[src/rtl/storebuf_be_pkg.sv]
// Shared defaults for the byte-enable store buffer and its memory write port.
package storebuf_be_pkg;

  localparam int unsigned STBUF_DEPTH       = 8;
  localparam int unsigned STBUF_DATA_LEN    = 32;
  localparam int unsigned STBUF_ADDR_LEN    = 32;
  localparam int unsigned STBUF_SPECTAG_LEN = 5;

  function automatic int unsigned be_len(int unsigned data_len);
    return data_len / 8;
  endfunction

  localparam int unsigned STBUF_BE_LEN = be_len(STBUF_DATA_LEN);

endpackage

[src/rtl/storebuf_be_if.sv]
// Valid/ready memory write port driven by the store buffer head entry.
interface storebuf_be_if import storebuf_be_pkg::*; #(
  parameter int unsigned ADDR_LEN = STBUF_ADDR_LEN,
  parameter int unsigned DATA_LEN = STBUF_DATA_LEN,
  parameter int unsigned BE_LEN   = STBUF_BE_LEN
) ();

  logic                valid;
  logic                ready;
  logic [ADDR_LEN-1:0] addr;
  logic [DATA_LEN-1:0] data;
  logic [BE_LEN-1:0]   be;

  modport master (output valid, addr, data, be, input ready);
  modport slave  (input valid, addr, data, be, output ready);

endinterface

[src/rtl/stbuf_age_prio.sv]
// Circular priority pick: youngest (or oldest) set bit of a match vector relative to a base pointer.
module stbuf_age_prio import storebuf_be_pkg::*; #(
  parameter int unsigned DEPTH        = STBUF_DEPTH,
  parameter bit          OLDEST_FIRST = 1'b0,
  localparam int unsigned PTR         = $clog2(DEPTH)
) (
  input  logic [DEPTH-1:0] match,
  input  logic [PTR-1:0]   base,
  output logic [PTR-1:0]   idx,
  output logic             found
);

  // rot[k] = match[(base + k) mod DEPTH]; k = DEPTH-1 is the slot just below base
  logic [DEPTH-1:0] rot;
  logic [PTR-1:0]   off;

  assign rot = DEPTH'({match, match} >> base);

  always_comb begin
    off   = '0;
    found = 1'b0;
    for (int k = 0; k < DEPTH; k++) begin
      if (OLDEST_FIRST) begin
        if (rot[DEPTH-1-k]) begin
          off   = PTR'(DEPTH - 1 - k);
          found = 1'b1;
        end
      end else if (rot[k]) begin
        off   = PTR'(k);
        found = 1'b1;
      end
    end
  end

  assign idx = base + off;

endmodule

[src/rtl/storebuf_be.sv]
// In-order store buffer with byte enables, youngest-first byte forwarding and speculative kill.
module storebuf_be import storebuf_be_pkg::*; #(
  parameter int unsigned DEPTH       = STBUF_DEPTH,
  parameter int unsigned DATA_LEN    = STBUF_DATA_LEN,
  parameter int unsigned ADDR_LEN    = STBUF_ADDR_LEN,
  parameter int unsigned SPECTAG_LEN = STBUF_SPECTAG_LEN,
  localparam int unsigned BE_LEN     = be_len(DATA_LEN),
  localparam int unsigned PTR        = $clog2(DEPTH),
  localparam int unsigned OFF        = $clog2(BE_LEN)
) (
  input  logic                   clk,
  input  logic                   reset,
  input  logic                   prsuccess,
  input  logic                   prmiss,
  input  logic [SPECTAG_LEN-1:0] prtag,
  input  logic [SPECTAG_LEN-1:0] spectagfix,
  input  logic                   stfin,
  input  logic                   stspecbit,
  input  logic [SPECTAG_LEN-1:0] stspectag,
  input  logic [ADDR_LEN-1:0]    staddr,
  input  logic [DATA_LEN-1:0]    stdata,
  input  logic [BE_LEN-1:0]      stbe,
  input  logic                   stcom,
  storebuf_be_if.master          mem_req,
  input  logic [ADDR_LEN-1:0]    ldaddr,
  input  logic [BE_LEN-1:0]      ld_be,
  output logic [DATA_LEN-1:0]    ld_fwd_data,
  output logic [BE_LEN-1:0]      ld_fwd_mask,
  output logic                   ld_full_hit,
  output logic                   sb_full,
  output logic                   sb_empty,
  output logic [PTR:0]           sb_count
);

  logic [PTR-1:0]         head_q, comptr_q, tail_q;
  logic [PTR:0]           count_q;
  logic [DEPTH-1:0]       valid_q, completed_q, specbit_q;
  logic [SPECTAG_LEN-1:0] spectag_q [DEPTH];
  logic [ADDR_LEN-1:0]    addr_q    [DEPTH];
  logic [DATA_LEN-1:0]    data_q    [DEPTH];
  logic [BE_LEN-1:0]      be_q      [DEPTH];

  assign sb_count = count_q;
  assign sb_full  = (count_q == (PTR+1)'(DEPTH));
  assign sb_empty = (count_q == '0);

  assign mem_req.valid = valid_q[head_q] & completed_q[head_q] & ~prmiss;
  assign mem_req.addr  = addr_q[head_q];
  assign mem_req.data  = data_q[head_q];
  assign mem_req.be    = be_q[head_q];

  logic retire;
  assign retire = mem_req.valid & mem_req.ready;

  // Killed entries form a youngest suffix, so the oldest killed slot marks the survivor count.
  logic [DEPTH-1:0] kill;
  logic [PTR-1:0]   kill_idx;
  logic             kill_found;
  logic [PTR:0]     survivors;

  always_comb begin
    kill = '0;
    for (int i = 0; i < DEPTH; i++) begin
      kill[i] = valid_q[i] & specbit_q[i] & |(spectag_q[i] & spectagfix);
    end
  end

  stbuf_age_prio #(
    .DEPTH        (DEPTH),
    .OLDEST_FIRST (1'b1)
  ) u_kill_prio (
    .match (kill),
    .base  (head_q),
    .idx   (kill_idx),
    .found (kill_found)
  );

  assign survivors = kill_found ? {1'b0, kill_idx - head_q} : count_q;

  logic           st_killed, alloc, alloc_spec, com;
  logic [PTR-1:0] base_tail, tail_d, comptr_d, comptr_off, head_d;
  logic [PTR:0]   base_count, count_d;

  always_comb begin
    st_killed  = stspecbit & |(stspectag & spectagfix);
    base_tail  = prmiss ? head_q + survivors[PTR-1:0] : tail_q;
    base_count = prmiss ? survivors : count_q - {{PTR{1'b0}}, retire};
    alloc      = stfin & (prmiss ? (~st_killed & (survivors != (PTR+1)'(DEPTH))) : ~sb_full);
    alloc_spec = stspecbit & ~prmiss & ~(prsuccess & (stspectag == prtag));
    tail_d     = base_tail + PTR'(alloc);
    count_d    = base_count + (PTR+1)'(alloc);
    com        = stcom & valid_q[comptr_q] & ~completed_q[comptr_q] & ~(prmiss & kill[comptr_q]);
    comptr_d   = comptr_q + PTR'(com);
    comptr_off = comptr_d - head_q;
    if (prmiss && ({1'b0, comptr_off} > survivors)) begin
      comptr_d = base_tail;
    end
    head_d     = head_q + PTR'(retire);
  end

  always_ff @(posedge clk) begin
    if (reset) begin
      head_q      <= '0;
      comptr_q    <= '0;
      tail_q      <= '0;
      count_q     <= '0;
      valid_q     <= '0;
      completed_q <= '0;
      specbit_q   <= '0;
    end else begin
      head_q   <= head_d;
      comptr_q <= comptr_d;
      tail_q   <= tail_d;
      count_q  <= count_d;
      for (int i = 0; i < DEPTH; i++) begin
        if (prmiss) begin
          specbit_q[i] <= 1'b0;
          if (kill[i]) begin
            valid_q[i]     <= 1'b0;
            completed_q[i] <= 1'b0;
          end
        end else if (prsuccess && (spectag_q[i] == prtag)) begin
          specbit_q[i] <= 1'b0;
        end
      end
      if (retire) begin
        valid_q[head_q]     <= 1'b0;
        completed_q[head_q] <= 1'b0;
      end
      if (com) begin
        completed_q[comptr_q] <= 1'b1;
      end
      if (alloc) begin
        valid_q[base_tail]     <= 1'b1;
        completed_q[base_tail] <= 1'b0;
        specbit_q[base_tail]   <= alloc_spec;
        spectag_q[base_tail]   <= stspectag;
        addr_q[base_tail]      <= staddr;
        data_q[base_tail]      <= stdata;
        be_q[base_tail]        <= stbe;
      end
    end
  end

  // Only the word part of the load address takes part in matching.
  logic unused_ldaddr;
  assign unused_ldaddr = ^ldaddr;

  for (genvar b = 0; b < BE_LEN; b++) begin : g_lane
    logic [DEPTH-1:0] lane_match;
    logic [PTR-1:0]   lane_idx;
    logic             lane_found;

    always_comb begin
      lane_match = '0;
      for (int i = 0; i < DEPTH; i++) begin
        lane_match[i] = valid_q[i] & be_q[i][b] &
                        (addr_q[i][ADDR_LEN-1:OFF] == ldaddr[ADDR_LEN-1:OFF]);
      end
    end

    stbuf_age_prio #(
      .DEPTH        (DEPTH),
      .OLDEST_FIRST (1'b0)
    ) u_lane_prio (
      .match (lane_match),
      .base  (tail_q),
      .idx   (lane_idx),
      .found (lane_found)
    );

    assign ld_fwd_mask[b]       = lane_found;
    assign ld_fwd_data[8*b +: 8] = lane_found ? data_q[lane_idx][8*b +: 8] : 8'h00;
  end

  assign ld_full_hit = ((ld_fwd_mask & ld_be) == ld_be) && (ld_be != '0);

endmodule

[src/flat_wrapper.sv]
// flat-port wrapper written by rule: the top's interface ports become plain ports
module storebuf_be_flat import storebuf_be_pkg::*;
#(
  parameter int unsigned DEPTH       = STBUF_DEPTH,
  parameter int unsigned DATA_LEN    = STBUF_DATA_LEN,
  parameter int unsigned ADDR_LEN    = STBUF_ADDR_LEN,
  parameter int unsigned SPECTAG_LEN = STBUF_SPECTAG_LEN,
  localparam int unsigned BE_LEN     = be_len(DATA_LEN),
  localparam int unsigned PTR        = $clog2(DEPTH),
  localparam int unsigned OFF        = $clog2(BE_LEN)
)
  (clk, reset, prsuccess, prmiss, prtag, spectagfix, stfin, stspecbit, stspectag, staddr, stdata, stbe, stcom, ldaddr, ld_be, ld_fwd_data, ld_fwd_mask, ld_full_hit, sb_full, sb_empty, sb_count, mem_req_valid, mem_req_addr, mem_req_data, mem_req_be, mem_req_ready);
  storebuf_be_if #(.ADDR_LEN(ADDR_LEN), .DATA_LEN(DATA_LEN)) mem_req_i ();
  input  logic clk;
  input  logic reset;
  input  logic prsuccess;
  input  logic prmiss;
  input  logic [SPECTAG_LEN-1:0] prtag;
  input  logic [SPECTAG_LEN-1:0] spectagfix;
  input  logic stfin;
  input  logic stspecbit;
  input  logic [SPECTAG_LEN-1:0] stspectag;
  input  logic [ADDR_LEN-1:0] staddr;
  input  logic [DATA_LEN-1:0] stdata;
  input  logic [BE_LEN-1:0] stbe;
  input  logic stcom;
  input  logic [ADDR_LEN-1:0] ldaddr;
  input  logic [BE_LEN-1:0] ld_be;
  output logic [DATA_LEN-1:0] ld_fwd_data;
  output logic [BE_LEN-1:0] ld_fwd_mask;
  output logic ld_full_hit;
  output logic sb_full;
  output logic sb_empty;
  output logic [PTR:0] sb_count;
  output wire logic [$bits(mem_req_i.valid)-1:0] mem_req_valid;
  output wire logic [$bits(mem_req_i.addr)-1:0] mem_req_addr;
  output wire logic [$bits(mem_req_i.data)-1:0] mem_req_data;
  output wire logic [$bits(mem_req_i.be)-1:0] mem_req_be;
  input wire logic [$bits(mem_req_i.ready)-1:0] mem_req_ready;
  assign mem_req_valid = mem_req_i.valid;
  assign mem_req_addr = mem_req_i.addr;
  assign mem_req_data = mem_req_i.data;
  assign mem_req_be = mem_req_i.be;
  assign mem_req_i.ready = mem_req_ready;
  storebuf_be #(.DEPTH(DEPTH), .DATA_LEN(DATA_LEN), .ADDR_LEN(ADDR_LEN), .SPECTAG_LEN(SPECTAG_LEN)) u_core (.clk(clk), .reset(reset), .prsuccess(prsuccess), .prmiss(prmiss), .prtag(prtag), .spectagfix(spectagfix), .stfin(stfin), .stspecbit(stspecbit), .stspectag(stspectag), .staddr(staddr), .stdata(stdata), .stbe(stbe), .stcom(stcom), .mem_req(mem_req_i), .ldaddr(ldaddr), .ld_be(ld_be), .ld_fwd_data(ld_fwd_data), .ld_fwd_mask(ld_fwd_mask), .ld_full_hit(ld_full_hit), .sb_full(sb_full), .sb_empty(sb_empty), .sb_count(sb_count));
endmodule
[config.mk]
export PLATFORM = sky130hd
export DESIGN_NAME = storebuf_be_flat
export DESIGN_NICKNAME = d
export VERILOG_FILES = /design/src/rtl/storebuf_be_pkg.sv /design/src/rtl/storebuf_be_if.sv /design/src/rtl/stbuf_age_prio.sv /design/src/rtl/storebuf_be.sv /design/src/flat_wrapper.sv
export SDC_FILE = /design/constraint.sdc
export NUM_CORES = 1
export LEC_CHECK = 0
export CORE_MARGIN = 3
export CORE_UTILIZATION = 35
export DETAILED_ROUTE_END_ITERATION = 16
export PLACE_DENSITY_LB_ADDON = 0.15
export SYNTH_ARGS = -nofsm -noshare
export SYNTH_HDL_FRONTEND = slang
export SYNTH_SLANG_ARGS = --single-unit
export TNS_END_PERCENT = 5
[constraint.sdc]
create_clock -name clk -period 12.44 [get_ports clk]
set_input_delay 2.488 -clock clk [delete_from_list [all_inputs] [get_ports clk]]
set_output_delay 2.488 -clock clk [all_outputs]
set_load 0.01 [all_outputs]
# Word-level counts from Yosys, hierarchy flattened
# Memories as Yosys holds them, arrays and structs flattened. A register that Yosys moved wholly into a read port is not among the register bits.
# Cells that the tools add are included.
classes:
  addsub: 13
  n_lt_le_gt_ge: 7
  n_eq_ne: 20
  shift: 5
  n_mux: 189
  bitwise: 116
  reduce_logical: 24
ops:
  columns: ["cell", "count"]
  rows:
  - ["$eq A30 B30 Y1", 8]
  - ["$mux W1", 128]
  - ["$mux W3", 37]
  - ["$mux W8", 13]
  - ["$and A1 B1 Y1", 93]
  - ["$shr A16 B3 Y8", 5]
  - ["$and A5 B5 Y5", 9]
  - ["$eq A5 B5 Y1", 9]
  - ["$reduce_or A5 Y1", 9]
  - ["$and A8 B8 Y8", 3]
  - ["$add A3 B3 Y3", 6]
  - ["$not A8 Y8", 2]
  - ["$or A8 B8 Y8", 2]
  - ["$bmux W1 S3", 5]
  - ["$logic_and A1 B1 Y1", 13]
  - ["$lt A3 B4 Y1 const B", 3]
  - ["$add A3 B1 Y3", 3]
  - ["$demux W1 S3", 3]
  - ["$ge A3 B1 Y1 const B", 3]
  - ["$bwmux W8", 1]
  - ["$mux W4", 2]
  - ["$not A1 Y1", 6]
  - ["$sub A3 B3 Y3", 2]
  - ["$add A4 B1 Y4", 1]
  - ["other kinds (8)", 8]
word_totals:
  reg_bits: 37
  ramBits: 584
  inputBits: 127
  memories: 4
memory_table:
  columns: ["name", "depth", "width", "read_ports", "rd_clocked_by_memory_dff", "wr", "line_no", "rtl"]
  rows:
  - ["u_core.addr_q", 8, 32, 9, 1, 1, "storebuf_be.sv:39", "logic [ADDR_LEN-1:0] addr_q [DEPTH];"]
  - ["u_core.data_q", 8, 32, 5, 1, 1, "storebuf_be.sv:40", "logic [DATA_LEN-1:0] data_q [DEPTH];"]
  - ["u_core.spectag_q", 8, 5, 8, 0, 1, "storebuf_be.sv:38", "logic [SPECTAG_LEN-1:0] spectag_q [DEPTH];"]
  - ["u_core.be_q", 8, 4, 9, 1, 1, "storebuf_be.sv:41", "logic [BE_LEN-1:0] be_q [DEPTH];"]

# Logic depth before layout (Yosys ltp)
# An unclocked memory read counts as a cell.
depth:
  depth_word: 25
  mapped_depth: 20
  mapped_depth_nobuf: 18

# Cells and area by module
# From an unflattened synthesis, not the netlist that was laid out.
unflattened:
  hier_cells: 2355
  hier_area_um2: 32063.3
modules_own_cells:
  columns: ["module", "instances", "cells_each", "area_each_um2"]
  rows:
  - ["storebuf_be", 1, 1928, 28643.7]
  - ["stbuf_age_prio (u_core.g_lane[0].u_lane_prio ...)", 4, 89, 691.9]
  - ["stbuf_age_prio (u_core.u_kill_prio)", 1, 71, 651.9]

# Worst setup path before layout
# OpenSTA, ideal clock, no wires.
synth_path:
  path_kind: "input-to-reg"
  start: "input spectagfix[3]"
  end: "memory u_core.addr_q[5][0] (netlist name) (enable)"
  arrival_ps: 11319
  t_required_ps: 11846
  slack_ps: 527
  path_stages: 20
  path_cell_list: "buf_2 -> a222oi_1 -> a211o_1 -> or3b_1 -> buf_2 -> or3_1 -> a21oi_1 -> nor3_1 -> nand2_1 -> ha_1 -> xnor2_1 -> mux2i_1 -> inv_1 -> fa_1 -> xnor2_1 -> or3_1 -> a31oi_1 -> buf_4 -> nand2_1 -> nor3_1"
synth_between:
  elab_chain_len: 22
  word_cells_on_any_way: 57
  classes_between: "add/sub (3); eq/ne (1); shift (1); mux (22); bitwise (21); reduce/logical (9)"
synth_rtl:
  columns: ["element", "line_no", "rtl"]
  rows:
  - ["start: declaration", "flat_wrapper.sv:19", "input logic [SPECTAG_LEN-1:0] spectagfix;"]
  - ["$and A5 B5 Y5", "storebuf_be.sv:64", "kill[i] = valid_q[i] & specbit_q[i] & |(spectag_q[i] & spectagfix);"]
  - ["$reduce_or A5 Y1", "storebuf_be.sv:64", null]
  - ["$and A1 B1 Y1", "storebuf_be.sv:64", null]
  - ["$shr A16 B3 Y8", "stbuf_age_prio.sv:17", "assign rot = DEPTH'({match, match} >> base);"]
  - ["$mux W3 (8 in series)", "stbuf_age_prio.sv:24", "if (rot[DEPTH-1-k]) begin"]
  - ["$add A3 B3 Y3", "stbuf_age_prio.sv:35", "assign idx = base + off;"]
  - ["$sub A3 B3 Y3", "storebuf_be.sv:78", "assign survivors = kill_found ? {1'b0, kill_idx - head_q} : count_q;"]
  - ["$mux W4", "storebuf_be.sv:78", null]
  - ["$ne A4 B4 Y1", "storebuf_be.sv:88", "alloc = stfin & (prmiss ? (~st_killed & (survivors != (PTR+1)'(DEPTH))) : ~sb_full);"]
  - ["$and A1 B1 Y1", "storebuf_be.sv:88", null]
  - ["$mux W1", "storebuf_be.sv:88", null]
  - ["$and A1 B1 Y1", "storebuf_be.sv:88", null]
  - ["$mux W1", "storebuf_be.sv:133", "if (alloc) begin"]
  - ["$mux W1", "storebuf_be.sv:102", "if (reset) begin"]
  - ["$mux W1 (not written as such)", "storebuf_be.sv:138", "addr_q[base_tail] <= staddr;"]
  - ["end: declaration", "storebuf_be.sv:39", null]
# Parallel ways exist; a longest one is shown, timed or not.

# Final worst setup path
layout_path:
  start: "input ldaddr[7]"
  end: "output ld_fwd_data[18]"
layout_between:
  elab_chain_len: 13
  word_cells_on_any_way: 35
  classes_between: "add/sub (1); eq/ne (8); shift (1); mux (16); bitwise (8); memory (1)"
layout_rtl:
  columns: ["element", "line_no", "rtl"]
  rows:
  - ["start: declaration", "flat_wrapper.sv:27", "input logic [ADDR_LEN-1:0] ldaddr;"]
  - ["$eq A30 B30 Y1", "storebuf_be.sv:158", "(addr_q[i][ADDR_LEN-1:OFF] == ldaddr[ADDR_LEN-1:OFF]);"]
  - ["$and A1 B1 Y1", "storebuf_be.sv:157", "lane_match[i] = valid_q[i] & be_q[i][b] &"]
  - ["$shr A16 B3 Y8 *", "stbuf_age_prio.sv:17", null]
  - ["$mux W1", "stbuf_age_prio.sv:28", "end else if (rot[k]) begin"]
  - ["$mux W3 (6 in series)", "stbuf_age_prio.sv:28", null]
  - ["$add A3 B3 Y3", "stbuf_age_prio.sv:35", null]
  - ["$mem_v2 Z8 W32", null, null]
  - ["$mux W8 *", "storebuf_be.sv:173", "assign ld_fwd_data[8*b +: 8] = lane_found ? data_q[lane_idx][8*b +: 8] : 8'h00;"]
  - ["end: declaration", "flat_wrapper.sv:29", "output logic [DATA_LEN-1:0] ld_fwd_data;"]
# Every way passes the cells marked *; elsewhere a longest branch is shown, timed or not.

==> flow_summary.ini <==
[cts]
clkLatencyLatePin_ns = 0.64
clk_pin_slew_worst_paths_ns = 0.05
clock_path_buffers = 3
clkSinkCount = 621
cts_max_level = 3
cts-root-buf = sky130_fd_sc_hd__clkbuf_16
ctsHoldBuffers = 0
numCtsBuffers = 72
post_cts_resized = 0
post-cts-setup-buffers = 0
cts_tree = yes

[synthesis]
synthFlopType = sky130_fd_sc_hd__edfxtp_1
synth.distinct_cells = 91
average_footprint_of_a_synthesized_cell_um2 = 13.4
synth_seq_cells = 621
synthesis.area_mm2 = 0.0319
netlist_top_cells_area = sky130_fd_sc_hd__edfxtp_1 55%, sky130_fd_sc_hd__a22oi_1 5.7%, sky130_fd_sc_hd__mux4_2 4.9%
yosysTopAreaCell = sky130_fd_sc_hd__edfxtp_1
yosysTopAreaCellShare_pct = 55.1
synth_fp_nets = 2535
syn_inst = 2382
ys_seq_area_share_pct = 57.4
synth_top_cells_by_count = 584 x sky130_fd_sc_hd__edfxtp_1, 242 x sky130_fd_sc_hd__a22oi_1, 167 x sky130_fd_sc_hd__xnor2_1, 127 x sky130_fd_sc_hd__xor2_1, 109 x sky130_fd_sc_hd__nand4_1
synth-edff-count = 584
yosys_warning_total = 0
synthArstFlopShare_pct = 0
yosys.cell_count.top_type = sky130_fd_sc_hd__edfxtp_1

[cells_and_area]
layout.filler_cells = 8194
design.final.nets = 2759
post_route_cells_drive_above_1_share_pct = 12.3
area_delta_synth_final_pct = 19.5

[sta]
report.final.hold_viol_count = 0
period_minus_slack_ns = 11.41
slew_viol_final = 0
fmaxAchievable_mhz = 87.6
skew_ns = 0.0341
finalSetupTns_ns = 0
grt_setup_unrepaired = no
timing.hold.ws_ns = 0.475
finalWorstSetupSlack_ns = 1.03
final_min_period_over_clock_period_pct = 91.8
final-setup-viol-count = 0
max_slew_margin_pct = 26.1
max_slew.worst_pin.slew_ns = 1.10

[global_routing]
grt_overall_usage_pct = 25.1
number_of_global_route_vias_before_repair = 23500
largest_net_degree_at_the_start_of_global_routing = 69
antenna_violations_before_repair = 6
remaining_overflow_grt = 0
wire_length_of_the_first_global_routing_pass_um = 172000

[pwr]
leakage_nw = 12.0
power.ir.vdd_worst_uv = 89.7
power_frac_seq_pct = 41.7
comb_power_share_pct = 20.3
switching_share_of_total_power_pct = 27.4
cellPowerDensity_mw_per_mm2 = 150
clockPowerShare_pct = 38.0
power.switching_w = 0.00156
cellInternalPower_w = 0.00413

[placement]
routabilityCongestion = 0.970
place_ws_ns = 1.06
place.detailed.hpwl_um = 79400
placement.io_buffers = 236

[setup_path]
regToRegSetupSlack_ns = 5.65
crit_arrival_ns = 8.93
critical_path_peak_fanout = 9
timing.critical_path.from_type = primary input
critical_path_required_ns = 9.95
worst_setup_path_end_kind = output port
critical_path_class = in -> out

[detailed_routing]
drt_iter0_markers = 2856
num_vias = 23600
drt_drc_violations_left = 0
wirelength_um = 122000
drt_pass1_iterations = 6
drt.antenna.violating_nets = 0
routed_length_per_placed_instance_um = 31.7
drt-vias-per-instance = 6.14

[flow_run]
max_capacitance_violation_count = 0

[die]
die_width_um = 308
core_area_mm2 = 0.0901
num_io_pins = 239
floorplan.rows = 110
initial_core_util_pct = 35.3
die_height_um = 308
design.die.area_mm2 = 0.0947

[outcome]
status = complete, no violations

[worst_hold_path]
kind_of_path_behind_the_tightest_hold_check = reg -> reg
[routing by layer]
metal,vias to the layer above,part of all wire [%],GRT usage [%]
met5,-,0.011,0
met4,2,3.4,8.35
met1,12200,41,33.2
met2,1173,48,42.1
met3,226,7.5,3.97
li1,10100,-,-
[worst max-delay path, cell delays in order]
cell	delay, ns
sky130_fd_sc_hd__clkdlybuf4s50_1	0.63
sky130_fd_sc_hd__xnor2_1	0.63
sky130_fd_sc_hd__nand4_1	0.15
sky130_fd_sc_hd__or4b_1	0.60
sky130_fd_sc_hd__nor4_2	0.82
sky130_fd_sc_hd__a22oi_1	0.21
sky130_fd_sc_hd__mux2_2	0.36
sky130_fd_sc_hd__a21boi_0	0.13
sky130_fd_sc_hd__o2111a_1	0.24
sky130_fd_sc_hd__a221oi_1	0.27
sky130_fd_sc_hd__ha_1	0.21
sky130_fd_sc_hd__inv_1	0.05
sky130_fd_sc_hd__fa_1	0.85
sky130_fd_sc_hd__buf_4	0.27
sky130_fd_sc_hd__mux4_2	0.32
sky130_fd_sc_hd__mux2i_1	0.16
sky130_fd_sc_hd__nor2_1	0.06
sky130_fd_sc_hd__clkdlybuf4s50_1	0.48
[flip-flops by register name (all words and copies together), names as in the netlist]
| register | cells |
|---|---|
| u_core.addr_q | 256 |
| u_core.data_q | 256 |
| u_core.spectag_q | 40 |
| u_core.be_q | 32 |
| u_core.completed_q | 8 |
| u_core.specbit_q | 8 |
| u_core.valid_q | 8 |
| u_core.sb_count | 4 |
| u_core.comptr_q | 3 |
| u_core.head_q | 3 |
| u_core.tail_q | 3 |
[layout by cell type (no fill, tap or decap), types with 7 or more instances in the layout]
cell type,synthesis,final
sky130_fd_sc_hd__a211o_1,7,7
sky130_fd_sc_hd__a211oi_1,16,16
sky130_fd_sc_hd__a21oi_1,37,37
sky130_fd_sc_hd__a221oi_1,52,52
sky130_fd_sc_hd__a222oi_1,9,9
sky130_fd_sc_hd__a22o_1,41,41
sky130_fd_sc_hd__a22oi_1,242,242
sky130_fd_sc_hd__a31oi_1,10,10
sky130_fd_sc_hd__a32oi_1,9,9
sky130_fd_sc_hd__and3_1,10,10
sky130_fd_sc_hd__buf_4,8,73
sky130_fd_sc_hd__bufinv_16,0,8
sky130_fd_sc_hd__clkbuf_1,104,7
sky130_fd_sc_hd__clkbuf_16,0,74
sky130_fd_sc_hd__clkdlybuf4s50_1,0,236
sky130_fd_sc_hd__clkinv_1,4,17
sky130_fd_sc_hd__clkinv_2,0,12
sky130_fd_sc_hd__clkinvlp_4,0,9
sky130_fd_sc_hd__dfxtp_1,37,36
sky130_fd_sc_hd__edfxtp_1,584,584
sky130_fd_sc_hd__ha_1,20,20
sky130_fd_sc_hd__inv_1,36,36
sky130_fd_sc_hd__mux2_2,9,9
sky130_fd_sc_hd__mux2i_1,64,64
sky130_fd_sc_hd__mux4_2,70,70
sky130_fd_sc_hd__nand2_1,93,93
sky130_fd_sc_hd__nand2b_1,8,8
sky130_fd_sc_hd__nand3_1,75,75
sky130_fd_sc_hd__nand4_1,109,109
sky130_fd_sc_hd__nor2_1,84,80
sky130_fd_sc_hd__nor2b_1,10,10
sky130_fd_sc_hd__nor3_1,37,25
sky130_fd_sc_hd__nor3_2,0,12
sky130_fd_sc_hd__nor4_1,57,57
sky130_fd_sc_hd__o21ai_0,25,25
sky130_fd_sc_hd__o32ai_1,8,8
sky130_fd_sc_hd__or3_1,8,8
sky130_fd_sc_hd__xnor2_1,167,167
sky130_fd_sc_hd__xnor2_2,9,9
sky130_fd_sc_hd__xor2_1,127,127
[cells by family after synthesis]
group,after synthesis,synth area share [%]
and+or+nand+nor,554,9.60
adders and majority gates,26,1.16
xor gates and xnor gates,304,8.63
muxes,144,7.36
DFF,621,57.4
AOI/OAI and AO/OA,528,13.0
buffers and inverters,205,2.91
[metrics by stage]
step / utilization, % / area [µm²] / power (W) / std cells
floorplan: - / 31900 / 0.00312 / 2382
global placement: 39.5 / 35600 / 0.00357 / 3708
detailed placement: 39.5 / 35600 / 0.00358 / 3708
CTS: 42.2 / 38000 / 0.00575 / 3840
global route: 42.2 / 38000 / 0.00591 / 3841
finish: 42.2 / 38100 / 0.00570 / 3846
[power groups by stage]
stage	logic [W]	clock network [W]	registers [W]
finish	0.00116	0.00216	0.00238
CTS	0.00116	0.00221	0.00238
detailed placement	0.00116	0	0.00242
floorplan	0.000714	0	0.00240
global placement	0.00115	0	0.00242
global route	0.00124	0.00229	0.00238
[cell type report]
class | count | area, µm² | share of cell area [%]
flip-flops and latches | 621 | 18300 | 48.0
clock inverters | 51 | 526 | 1.38
diodes | 6 | 15.0 | 0.0395
clock buffers | 81 | 1880 | 4.93
multi-input cells | 1556 | 12800 | 33.5
well taps | 1176 | 1470 | 3.87
repair buffers | 312 | 2970 | 7.81
inverters | 43 | 161 | 0.424
[path summary, 6_finish.rpt]
kind                                                  startpoint                              to  cells after the start
worst max-delay path                                   ldaddr[7]                 ld_fwd_data[18]                     18
worst min-delay path              u_core.specbit_q[1]$_SDFF_PP0_  u_core.specbit_q[1]$_SDFF_PP0_                      2
worst max register to register  u_core.spectag_q[0][2]$_DFFE_PP_   u_core.addr_q[2][1]$_DFFE_PP_                     18
worst min register to register    u_core.specbit_q[1]$_SDFF_PP0_  u_core.specbit_q[1]$_SDFF_PP0_                      2
(Power assumes the default switching activity.)
